--- config.mk ---
export PLATFORM = sky130hd
export DESIGN_NAME = execute_flat
export DESIGN_NICKNAME = d
export VERILOG_FILES = /design/src/rtl/mips_pkg.sv /design/src/rtl/execute_if.sv /design/src/rtl/alu.sv /design/src/rtl/execute.sv /design/src/flat_wrapper.sv
export SDC_FILE = /design/constraint.sdc
export NUM_CORES = 1
export LEC_CHECK = 0
export ABC_AREA = 1
export CORE_MARGIN = 4
export CORE_UTILIZATION = 50
export DETAILED_ROUTE_END_ITERATION = 10
export PLACE_DENSITY = 0.8
export SKIP_LAST_GASP = 1
export SYNTH_ARGS = -nofsm -noshare
export SYNTH_HDL_FRONTEND = slang
export SYNTH_SLANG_ARGS = --single-unit
export TNS_END_PERCENT = 50
--- constraint.sdc ---
create_clock -name clk -period 1.9 [get_ports clk]
set_input_delay 0.475 -clock clk [delete_from_list [all_inputs] [get_ports clk]]
set_output_delay 0.475 -clock clk [all_outputs]
set_load 0.03 [all_outputs]
--- src/rtl/mips_pkg.sv ---
// Shared encodings for the execute stage: ALUOp classes, R-type funct codes
// and the internal ALU-control operation set.
package mips_pkg;

    localparam logic [2:0] OP_ADD   = 3'b000;
    localparam logic [2:0] OP_SUB   = 3'b001;
    localparam logic [2:0] OP_RTYPE = 3'b010;
    localparam logic [2:0] OP_AND   = 3'b011;
    localparam logic [2:0] OP_OR    = 3'b100;
    localparam logic [2:0] OP_SLT   = 3'b101;
    localparam logic [2:0] OP_XOR   = 3'b110;
    localparam logic [2:0] OP_LUI   = 3'b111;

    localparam logic [5:0] FN_ADD  = 6'b100000;
    localparam logic [5:0] FN_ADDU = 6'b100001;
    localparam logic [5:0] FN_SUB  = 6'b100010;
    localparam logic [5:0] FN_SUBU = 6'b100011;
    localparam logic [5:0] FN_AND  = 6'b100100;
    localparam logic [5:0] FN_OR   = 6'b100101;
    localparam logic [5:0] FN_XOR  = 6'b100110;
    localparam logic [5:0] FN_NOR  = 6'b100111;
    localparam logic [5:0] FN_SLT  = 6'b101010;
    localparam logic [5:0] FN_SLTU = 6'b101011;
    localparam logic [5:0] FN_SLL  = 6'b000000;
    localparam logic [5:0] FN_SRL  = 6'b000010;
    localparam logic [5:0] FN_SRA  = 6'b000011;

    typedef enum logic [3:0] {
        ALU_ADD,
        ALU_SUB,
        ALU_AND,
        ALU_OR,
        ALU_XOR,
        ALU_NOR,
        ALU_SLT,
        ALU_SLTU,
        ALU_SLL,
        ALU_SRL,
        ALU_SRA,
        ALU_LUI,
        ALU_ZERO
    } alu_ctrl_t;

endpackage

--- src/rtl/execute_if.sv ---
// Operand/result bundle between the decode side (master) and the execute stage (slave).
interface execute_if;

    logic [31:0] ALUReadData1;
    logic [31:0] ALUReadData2;
    logic [31:0] immediate;
    logic [31:0] pc;
    logic [5:0]  funct;
    logic [2:0]  ALUOp;
    logic [4:0]  rt;
    logic [4:0]  rd;
    logic        ALUSrc;
    logic        rgdst;
    logic [31:0] aluresult;
    logic        zero;
    logic [31:0] addresult;
    logic [31:0] alureaddata2;
    logic [4:0]  rd_or_rt;

    modport master (
        output ALUReadData1, ALUReadData2, immediate, pc, funct, ALUOp, rt, rd, ALUSrc, rgdst,
        input  aluresult, zero, addresult, alureaddata2, rd_or_rt
    );

    modport slave (
        input  ALUReadData1, ALUReadData2, immediate, pc, funct, ALUOp, rt, rd, ALUSrc, rgdst,
        output aluresult, zero, addresult, alureaddata2, rd_or_rt
    );

endinterface

--- src/rtl/alu.sv ---
// Purely combinational 32-bit ALU driven by the decoded ALU-control operation.
module alu
    import mips_pkg::*;
(
    input  logic [31:0] a,
    input  logic [31:0] b,
    input  logic [4:0]  shamt,
    input  alu_ctrl_t   control,
    output logic [31:0] result,
    output logic        zero
);

    always_comb begin
        result = 32'd0;
        case (control)
            ALU_ADD:  result = a + b;
            ALU_SUB:  result = a - b;
            ALU_AND:  result = a & b;
            ALU_OR:   result = a | b;
            ALU_XOR:  result = a ^ b;
            ALU_NOR:  result = ~(a | b);
            ALU_SLT:  result = {31'd0, $signed(a) < $signed(b)};
            ALU_SLTU: result = {31'd0, a < b};
            ALU_SLL:  result = b << shamt;
            ALU_SRL:  result = b >> shamt;
            ALU_SRA:  result = $unsigned($signed(b) >>> shamt);
            ALU_LUI:  result = {b[15:0], 16'd0};
            default:  result = 32'd0;
        endcase
    end

    assign zero = (result == 32'd0);

endmodule

--- src/rtl/execute.sv ---
// Execute stage: operand select, ALU-control decode, branch target adder,
// destination select, and a single output register stage.
module execute
    import mips_pkg::*;
(
    input  logic      clk,
    input  logic      rst_n,
    execute_if.slave  bus
);

    logic [31:0] operand_b;
    logic [31:0] alu_result;
    logic        alu_zero;
    alu_ctrl_t   alu_control;

    assign operand_b = bus.ALUSrc ? bus.immediate : bus.ALUReadData2;

    always_comb begin
        alu_control = ALU_ZERO;
        case (bus.ALUOp)
            OP_ADD: alu_control = ALU_ADD;
            OP_SUB: alu_control = ALU_SUB;
            OP_AND: alu_control = ALU_AND;
            OP_OR:  alu_control = ALU_OR;
            OP_SLT: alu_control = ALU_SLT;
            OP_XOR: alu_control = ALU_XOR;
            OP_LUI: alu_control = ALU_LUI;
            OP_RTYPE: begin
                case (bus.funct)
                    FN_ADD, FN_ADDU: alu_control = ALU_ADD;
                    FN_SUB, FN_SUBU: alu_control = ALU_SUB;
                    FN_AND:          alu_control = ALU_AND;
                    FN_OR:           alu_control = ALU_OR;
                    FN_XOR:          alu_control = ALU_XOR;
                    FN_NOR:          alu_control = ALU_NOR;
                    FN_SLT:          alu_control = ALU_SLT;
                    FN_SLTU:         alu_control = ALU_SLTU;
                    FN_SLL:          alu_control = ALU_SLL;
                    FN_SRL:          alu_control = ALU_SRL;
                    FN_SRA:          alu_control = ALU_SRA;
                    default:         alu_control = ALU_ZERO;
                endcase
            end
            default: alu_control = ALU_ZERO;
        endcase
    end

    alu u_alu (
        .a       (bus.ALUReadData1),
        .b       (operand_b),
        .shamt   (bus.immediate[10:6]),
        .control (alu_control),
        .result  (alu_result),
        .zero    (alu_zero)
    );

    // Reset value of zero is 1 so it stays consistent with the cleared result.
    always_ff @(posedge clk or negedge rst_n) begin
        if (!rst_n) begin
            bus.aluresult    <= 32'd0;
            bus.zero         <= 1'b1;
            bus.addresult    <= 32'd0;
            bus.alureaddata2 <= 32'd0;
            bus.rd_or_rt     <= 5'd0;
        end else begin
            bus.aluresult    <= alu_result;
            bus.zero         <= alu_zero;
            bus.addresult    <= bus.pc + {bus.immediate[29:0], 2'b00};
            bus.alureaddata2 <= bus.ALUReadData2;
            bus.rd_or_rt     <= bus.rgdst ? bus.rd : bus.rt;
        end
    end

endmodule

--- src/flat_wrapper.sv ---
// flat-port wrapper written by rule: the top's interface ports become plain ports
module execute_flat import mips_pkg::*;
  (clk, rst_n, bus_ALUReadData1, bus_ALUReadData2, bus_immediate, bus_pc, bus_funct, bus_ALUOp, bus_rt, bus_rd, bus_ALUSrc, bus_rgdst, bus_aluresult, bus_zero, bus_addresult, bus_alureaddata2, bus_rd_or_rt);
  execute_if bus_i ();
  input  logic clk;
  input  logic rst_n;
  input wire logic [$bits(bus_i.ALUReadData1)-1:0] bus_ALUReadData1;
  input wire logic [$bits(bus_i.ALUReadData2)-1:0] bus_ALUReadData2;
  input wire logic [$bits(bus_i.immediate)-1:0] bus_immediate;
  input wire logic [$bits(bus_i.pc)-1:0] bus_pc;
  input wire logic [$bits(bus_i.funct)-1:0] bus_funct;
  input wire logic [$bits(bus_i.ALUOp)-1:0] bus_ALUOp;
  input wire logic [$bits(bus_i.rt)-1:0] bus_rt;
  input wire logic [$bits(bus_i.rd)-1:0] bus_rd;
  input wire logic [$bits(bus_i.ALUSrc)-1:0] bus_ALUSrc;
  input wire logic [$bits(bus_i.rgdst)-1:0] bus_rgdst;
  output wire logic [$bits(bus_i.aluresult)-1:0] bus_aluresult;
  output wire logic [$bits(bus_i.zero)-1:0] bus_zero;
  output wire logic [$bits(bus_i.addresult)-1:0] bus_addresult;
  output wire logic [$bits(bus_i.alureaddata2)-1:0] bus_alureaddata2;
  output wire logic [$bits(bus_i.rd_or_rt)-1:0] bus_rd_or_rt;
  assign bus_i.ALUReadData1 = bus_ALUReadData1;
  assign bus_i.ALUReadData2 = bus_ALUReadData2;
  assign bus_i.immediate = bus_immediate;
  assign bus_i.pc = bus_pc;
  assign bus_i.funct = bus_funct;
  assign bus_i.ALUOp = bus_ALUOp;
  assign bus_i.rt = bus_rt;
  assign bus_i.rd = bus_rd;
  assign bus_i.ALUSrc = bus_ALUSrc;
  assign bus_i.rgdst = bus_rgdst;
  assign bus_aluresult = bus_i.aluresult;
  assign bus_zero = bus_i.zero;
  assign bus_addresult = bus_i.addresult;
  assign bus_alureaddata2 = bus_i.alureaddata2;
  assign bus_rd_or_rt = bus_i.rd_or_rt;
  execute u_core (.clk(clk), .rst_n(rst_n), .bus(bus_i));
endmodule
==> impl_metrics.env, run 1 <==
export IMPL_outcome="stopped before the end"
export IMPL_haltStage="global routing"
export IMPL_tool_error="[ERROR GRT-0232] Routing congestion too high. Check the congestion heatmap in the GUI."
export IMPL_syn_mean_instance_area_um2=5.58
export IMPL_postSynthCellCount=2855
export IMPL_synthXorXnorAreaFrac_pct=2.80
export IMPL_synth_adder_area_share_pct=10.7
export IMPL_synth_seq_area_share_pct=16.0
export IMPL_synth_area_mux_share_pct=0.416
export IMPL_synth_seq_cells=102
export IMPL_synth_edf_count=0
export IMPL_yosysUniqueCellTypes=46
export IMPL_cts_sinks=102
export IMPL_clockBufferDepth=2
export IMPL_placed_cell_area_um2=24200
export IMPL_grt_usage_pct=83.2
export IMPL_synth_net_count=3141
export IMPL_routabilityCongestion=1.15
export IMPL_io_buffer_count=252
export IMPL_cts_buffers_inserted=9
export IMPL_grt_max_degree=47
export IMPL_die_width_um=186
export IMPL_worst_path_end_type="register input"
export IMPL_grt_overflow=375
export IMPL_die_h_um=186
export IMPL_yosys_warnings=0
export IMPL_htree_levels=3
export IMPL_io_pins=253
export IMPL_rows=65
export IMPL_async_reset_ff_share_pct=100
export IMPL_synth_simple_area_share_pct=49.8
export IMPL_netlist_area_um2=15900
export IMPL_synth_compound_area_share_pct=7.66
export IMPL_synth_ff_type="dfrtp_1"
export IMPL_worst_endpoint="u_core.bus.zero$_DFF_PN1_/D"
export IMPL_synth_top_family_by_area="simple AND/OR/NAND/NOR gates"
export IMPL_start_util_pct=50.6
export IMPL_dp_final_hpwl_um=66900
export IMPL_cts_root_buf="clkbuf_16"
[kinds of logic after synthesis]
group,Yosys count
AND/OR/NAND/NOR,1845
flip-flops,102
buffers and inverters,490
AO/OA/AOI/OAI,226
adder cells (fa/ha/maj),135
XOR/XNOR,51
multiplexers,6
[what timing repair did]
item | in CTS
endpoints found under the hold margin | 13
endpoints found under the setup margin | 87
pin swaps | 180
cloned | 10
resized for setup | 531
hold buffers | 1
buffers inserted | 87
[metrics by stage]
step	setup slack, ns	std cells	hold WS, ns
floorplan	-0.858	2855	0.179
global placement	-2.14	4077	0.346
detailed placement	-2.07	4077	0.353
CTS	-0.980	4188	0.341
[per-layer routing]
| layer | track usage, % | overflow |
|---|---|---|
| met1 | 82.5 | 36 |
| met2 | 95.2 | 172 |
| met3 | 73.8 | 33 |
| met4 | 82.1 | 133 |
| met5 | 49.7 | 1 |
[cells in the mapped netlist, drive strengths merged, types with 2 or more instances]
master	count	area share (%)
nand4	44	1.8
nor2	273	6.6
xor2	38	2.1
nand3b	6	0.28
a21boi	2	0.094
ha	132	10
a21o	4	0.19
fa	3	0.38
and2	2	0.079
a31oi	11	0.43
nor3	20	0.63
nand3	584	19
o211ai	6	0.28
xnor2	13	0.71
dfrtp	101	16
a211oi	2	0.094
o21ai	90	2.9
mux2	5	0.35
o21bai	9	0.42
a21oi	98	3.1
inv	369	8.7
nand2	913	22
clkbuf	38	0.90
o21a	2	0.094
buf	82	2.9
==> run 2: changes to the inputs <==
--- a/config.mk
+++ b/config.mk
@@ -7,9 +7,9 @@
 export LEC_CHECK = 0
 export ABC_AREA = 1
 export CORE_MARGIN = 4
-export CORE_UTILIZATION = 50
+export CORE_UTILIZATION = 35
 export DETAILED_ROUTE_END_ITERATION = 10
-export PLACE_DENSITY = 0.8
+export PLACE_DENSITY_LB_ADDON = 0.15
 export SKIP_LAST_GASP = 1
 export SYNTH_ARGS = -nofsm -noshare
 export SYNTH_HDL_FRONTEND = slang
==> impl_metrics.env, run 2 <==
export IMPL_final_cell_mix="785 x buf_4, 669 x nand2_1, 503 x nand3_1"
export IMPL_power_density_nw_per_um2=537
export IMPL_violations="negative setup slack"
export IMPL_synth_most_common_cell="nand2_1"
export IMPL_reg_top3="u_core.bus.addresult: 32 flops, u_core.bus.alureaddata2: 32 flops, u_core.bus.aluresult: 32 flops"
export IMPL_clk_pin_slew_worst_paths_ns=0.09
export IMPL_routabilityCongestion=1.06
export IMPL_die_h_um=221
export IMPL_netlist_area_um2=15900
export IMPL_power_w=0.0161
export IMPL_dr_pass1_iters=6
export IMPL_grt_overflow=0
export IMPL_yosys_warnings=0
export IMPL_dp_final_hpwl_um=73400
export IMPL_finalHoldViolCount=0
export IMPL_placed_cell_area_um2=25100
export IMPL_drt_iter0_drc=2665
export IMPL_cts_tree="done"
export IMPL_grt_pass1_wl_um=138000
export IMPL_p_leak_nw=15.7
export IMPL_cts_buffers_inserted=9
export IMPL_finalCriticalPeriod_ns=3.07
export IMPL_async_reset_ff_share_pct=100
export IMPL_final_area_um2=30000
export IMPL_drcViolationCount=0
export IMPL_grt_pass1_vias=23200
export IMPL_fin_crit_sh_pct=162
export IMPL_worstPathArrival_ns=3.42
export IMPL_path_class="primary input to flop"
export IMPL_synth_edf_count=0
export IMPL_rsz0062_at_grt="true"
export IMPL_layout_commonest_cell="buf_4"
export IMPL_clockBufferDepth=2
export IMPL_setup_slack_ns=-1.17
export IMPL_die_width_um=221
export IMPL_critical_path_endpoint="u_core.bus.zero$_DFF_PN1_"
export IMPL_fin_cells=4506
export IMPL_finalNetCount=4194
export IMPL_drive_gt1_share_pct=41.2
export IMPL_crit_fanout=6
export IMPL_fin_setup_tns_ns=-29.45
export IMPL_vdd_drop_max_mv=0.522
export IMPL_dp_cells=4351
export IMPL_dieArea_um2=49000
export IMPL_grt_max_degree=63
export IMPL_rows=77
export IMPL_max_slew_worst_pin_slew_ns=0.706
export IMPL_cp_startpoint="bus_ALUSrc"
export IMPL_ys_top_cells_by_count="907 x nand2_1, 578 x nand3_1, 356 x inv_1"
export IMPL_cts_sinks=102
export IMPL_ys_top_cells_by_area="nand2_1 21%, nand3_1 18%, dfrtp_1 16%, ha_1 10%, inv_1 8.4%"
export IMPL_core_area_um2=44600
export IMPL_grt_usage_pct=36.1
export IMPL_synth_seq_area_share_pct=16.0
export IMPL_fmax_ghz=0.325
export IMPL_synth_net_count=3141
export IMPL_maxCapViolCount=0
export IMPL_vias_per_cell=5.34
export IMPL_postSynthCellCount=2855
export IMPL_start_util_pct=35.7
export IMPL_maxSlewViolCount=0
export IMPL_synth_top_area_share_pct=21.4
export IMPL_cts_root_buf="clkbuf_16"
export IMPL_wl_um=94500
export IMPL_crit_required_ns=2.25
export IMPL_io_buffer_count=252
export IMPL_htree_levels=3
export IMPL_hp_class="primary input to flop"
export IMPL_end_kind="flop"
export IMPL_antenna_left=0
export IMPL_io_pins=253
export IMPL_syn2layout_area_growth_pct=88.2
export IMPL_worstSetupStartpointType="primary input"
export IMPL_antenna_found_initial=1
export IMPL_synth_ff_type="dfrtp_1"
export IMPL_setup_viol=55
export IMPL_yosysUniqueCellTypes=46
export IMPL_yosysTopAreaCell="nand2_1"
export IMPL_via_count=24100
export IMPL_synth_seq_cells=102
export IMPL_outcome="complete, but fails checks"
export IMPL_syn_mean_instance_area_um2=5.58
export IMPL_max_slew_margin_rel_pct=52.9
export IMPL_routedWlPerCell_um=21.0
==> run 2: cell counts after synthesis <==
Identical to the previous run, type by type.
==> run 2: power by group <==
part | total (W) | internal, W | switching [W]
combinational | 0.0115 | 0.00514 | 0.00632
sequential | 0.00259 | 0.00250 | 0.0000916
clock | 0.00203 | 0.000932 | 0.00110
==> run 2: per-layer routing <==
layer,part of all wire [%],GRT usage [%],routed length (um),vias up
li1,-,-,-,11300
met1,43,49.5,40200,11300
met2,44,56.1,41600,1221
met3,9.2,6.82,8700,210
met4,4.3,14.1,4050,0
met5,0,0,0,-
==> run 2: cell families (layout without fill, tap and decap cells) <==
kind of cell / Yosys count / after routing / synth area share [%]
buffers and inverters: 490 / 1548 / 12.6
DFF: 102 / 102 / 16.0
other: 0 / 1 / 0
AOI/OAI and AO/OA: 226 / 226 / 7.66
adders and majority gates: 135 / 135 / 10.7
and+or+nand+nor: 1845 / 1845 / 49.8
muxes: 6 / 6 / 0.416
xor gates and xnor gates: 51 / 51 / 2.80
==> run 2: layout make-up <==
class,instances,area (um2)
clock inverters,6,63.8
multi-input cells,2263,14700
diodes,1,2.50
clock buffers,10,229
inverters,370,1470
repair buffers,1162,10200
well taps,592,741
flip-flops and latches,102,2550
fillers,3892,14600
==> run 2: worst min path at each step <==
stage,cells after the start,to,from,slack (ns)
after floorplan,0,u_core.bus.addresult[0]$_DFF_PN0_,rst_n,0.18
after global placement,1,u_core.bus.addresult[7]$_DFF_PN0_,rst_n,0.35
after global routing,1,u_core.bus.alureaddata2[29]$_DFF_PN0_,bus_ALUReadData2[29],0.26
after CTS,2,u_core.bus.addresult[2]$_DFF_PN0_,bus_pc[2],0.30
final,1,u_core.bus.alureaddata2[29]$_DFF_PN0_,bus_ALUReadData2[29],0.25
after detailed placement,1,u_core.bus.addresult[7]$_DFF_PN0_,rst_n,0.35
==> run 2: through the flow <==
step / hold WS (ns) / setup slack, ns / utilization (%)
finish: 0.254 / -1.17 / 67.2
global route: 0.262 / -1.28 / 67.2
CTS: 0.301 / -1.06 / 63.7
detailed placement: 0.353 / -2.29 / 56.4
global placement: 0.347 / -2.29 / 56.4
floorplan: 0.179 / -0.858 / -
==> run 2: critical path: stages <==
cell,delay (ns)
buf_12,0.12
clkinv_8,0.07
buf_12,0.15
buf_4,0.15
nand2_4,0.06
nand2_4,0.08
buf_4,0.17
ha_1,0.22
nand2_1,0.08
nand2_1,0.08
buf_4,0.15
a21oi_2,0.16
nand2_4,0.10
buf_4,0.14
buf_6,0.11
xnor2_2,0.13
nor2_1,0.05
a21oi_1,0.15
nand3_2,0.16
nor2_2,0.18
nand2_2,0.11
nor2_2,0.13
nand2_2,0.08
nor2_2,0.10
==> run 2: what timing repair did <==
| action | CTS | global route |
|---|---|---|
| cloned | 7 | 0 |
| hold buffers | 1 | 0 |
| setup buffers | 97 | 58 |
| pin swaps | 203 | 214 |
| setup endpoints to repair | 95 | 122 |
| hold endpoints to repair | 11 | 0 |
| resized for setup | 686 | 338 |
Power figures use the tool's default switching activity.
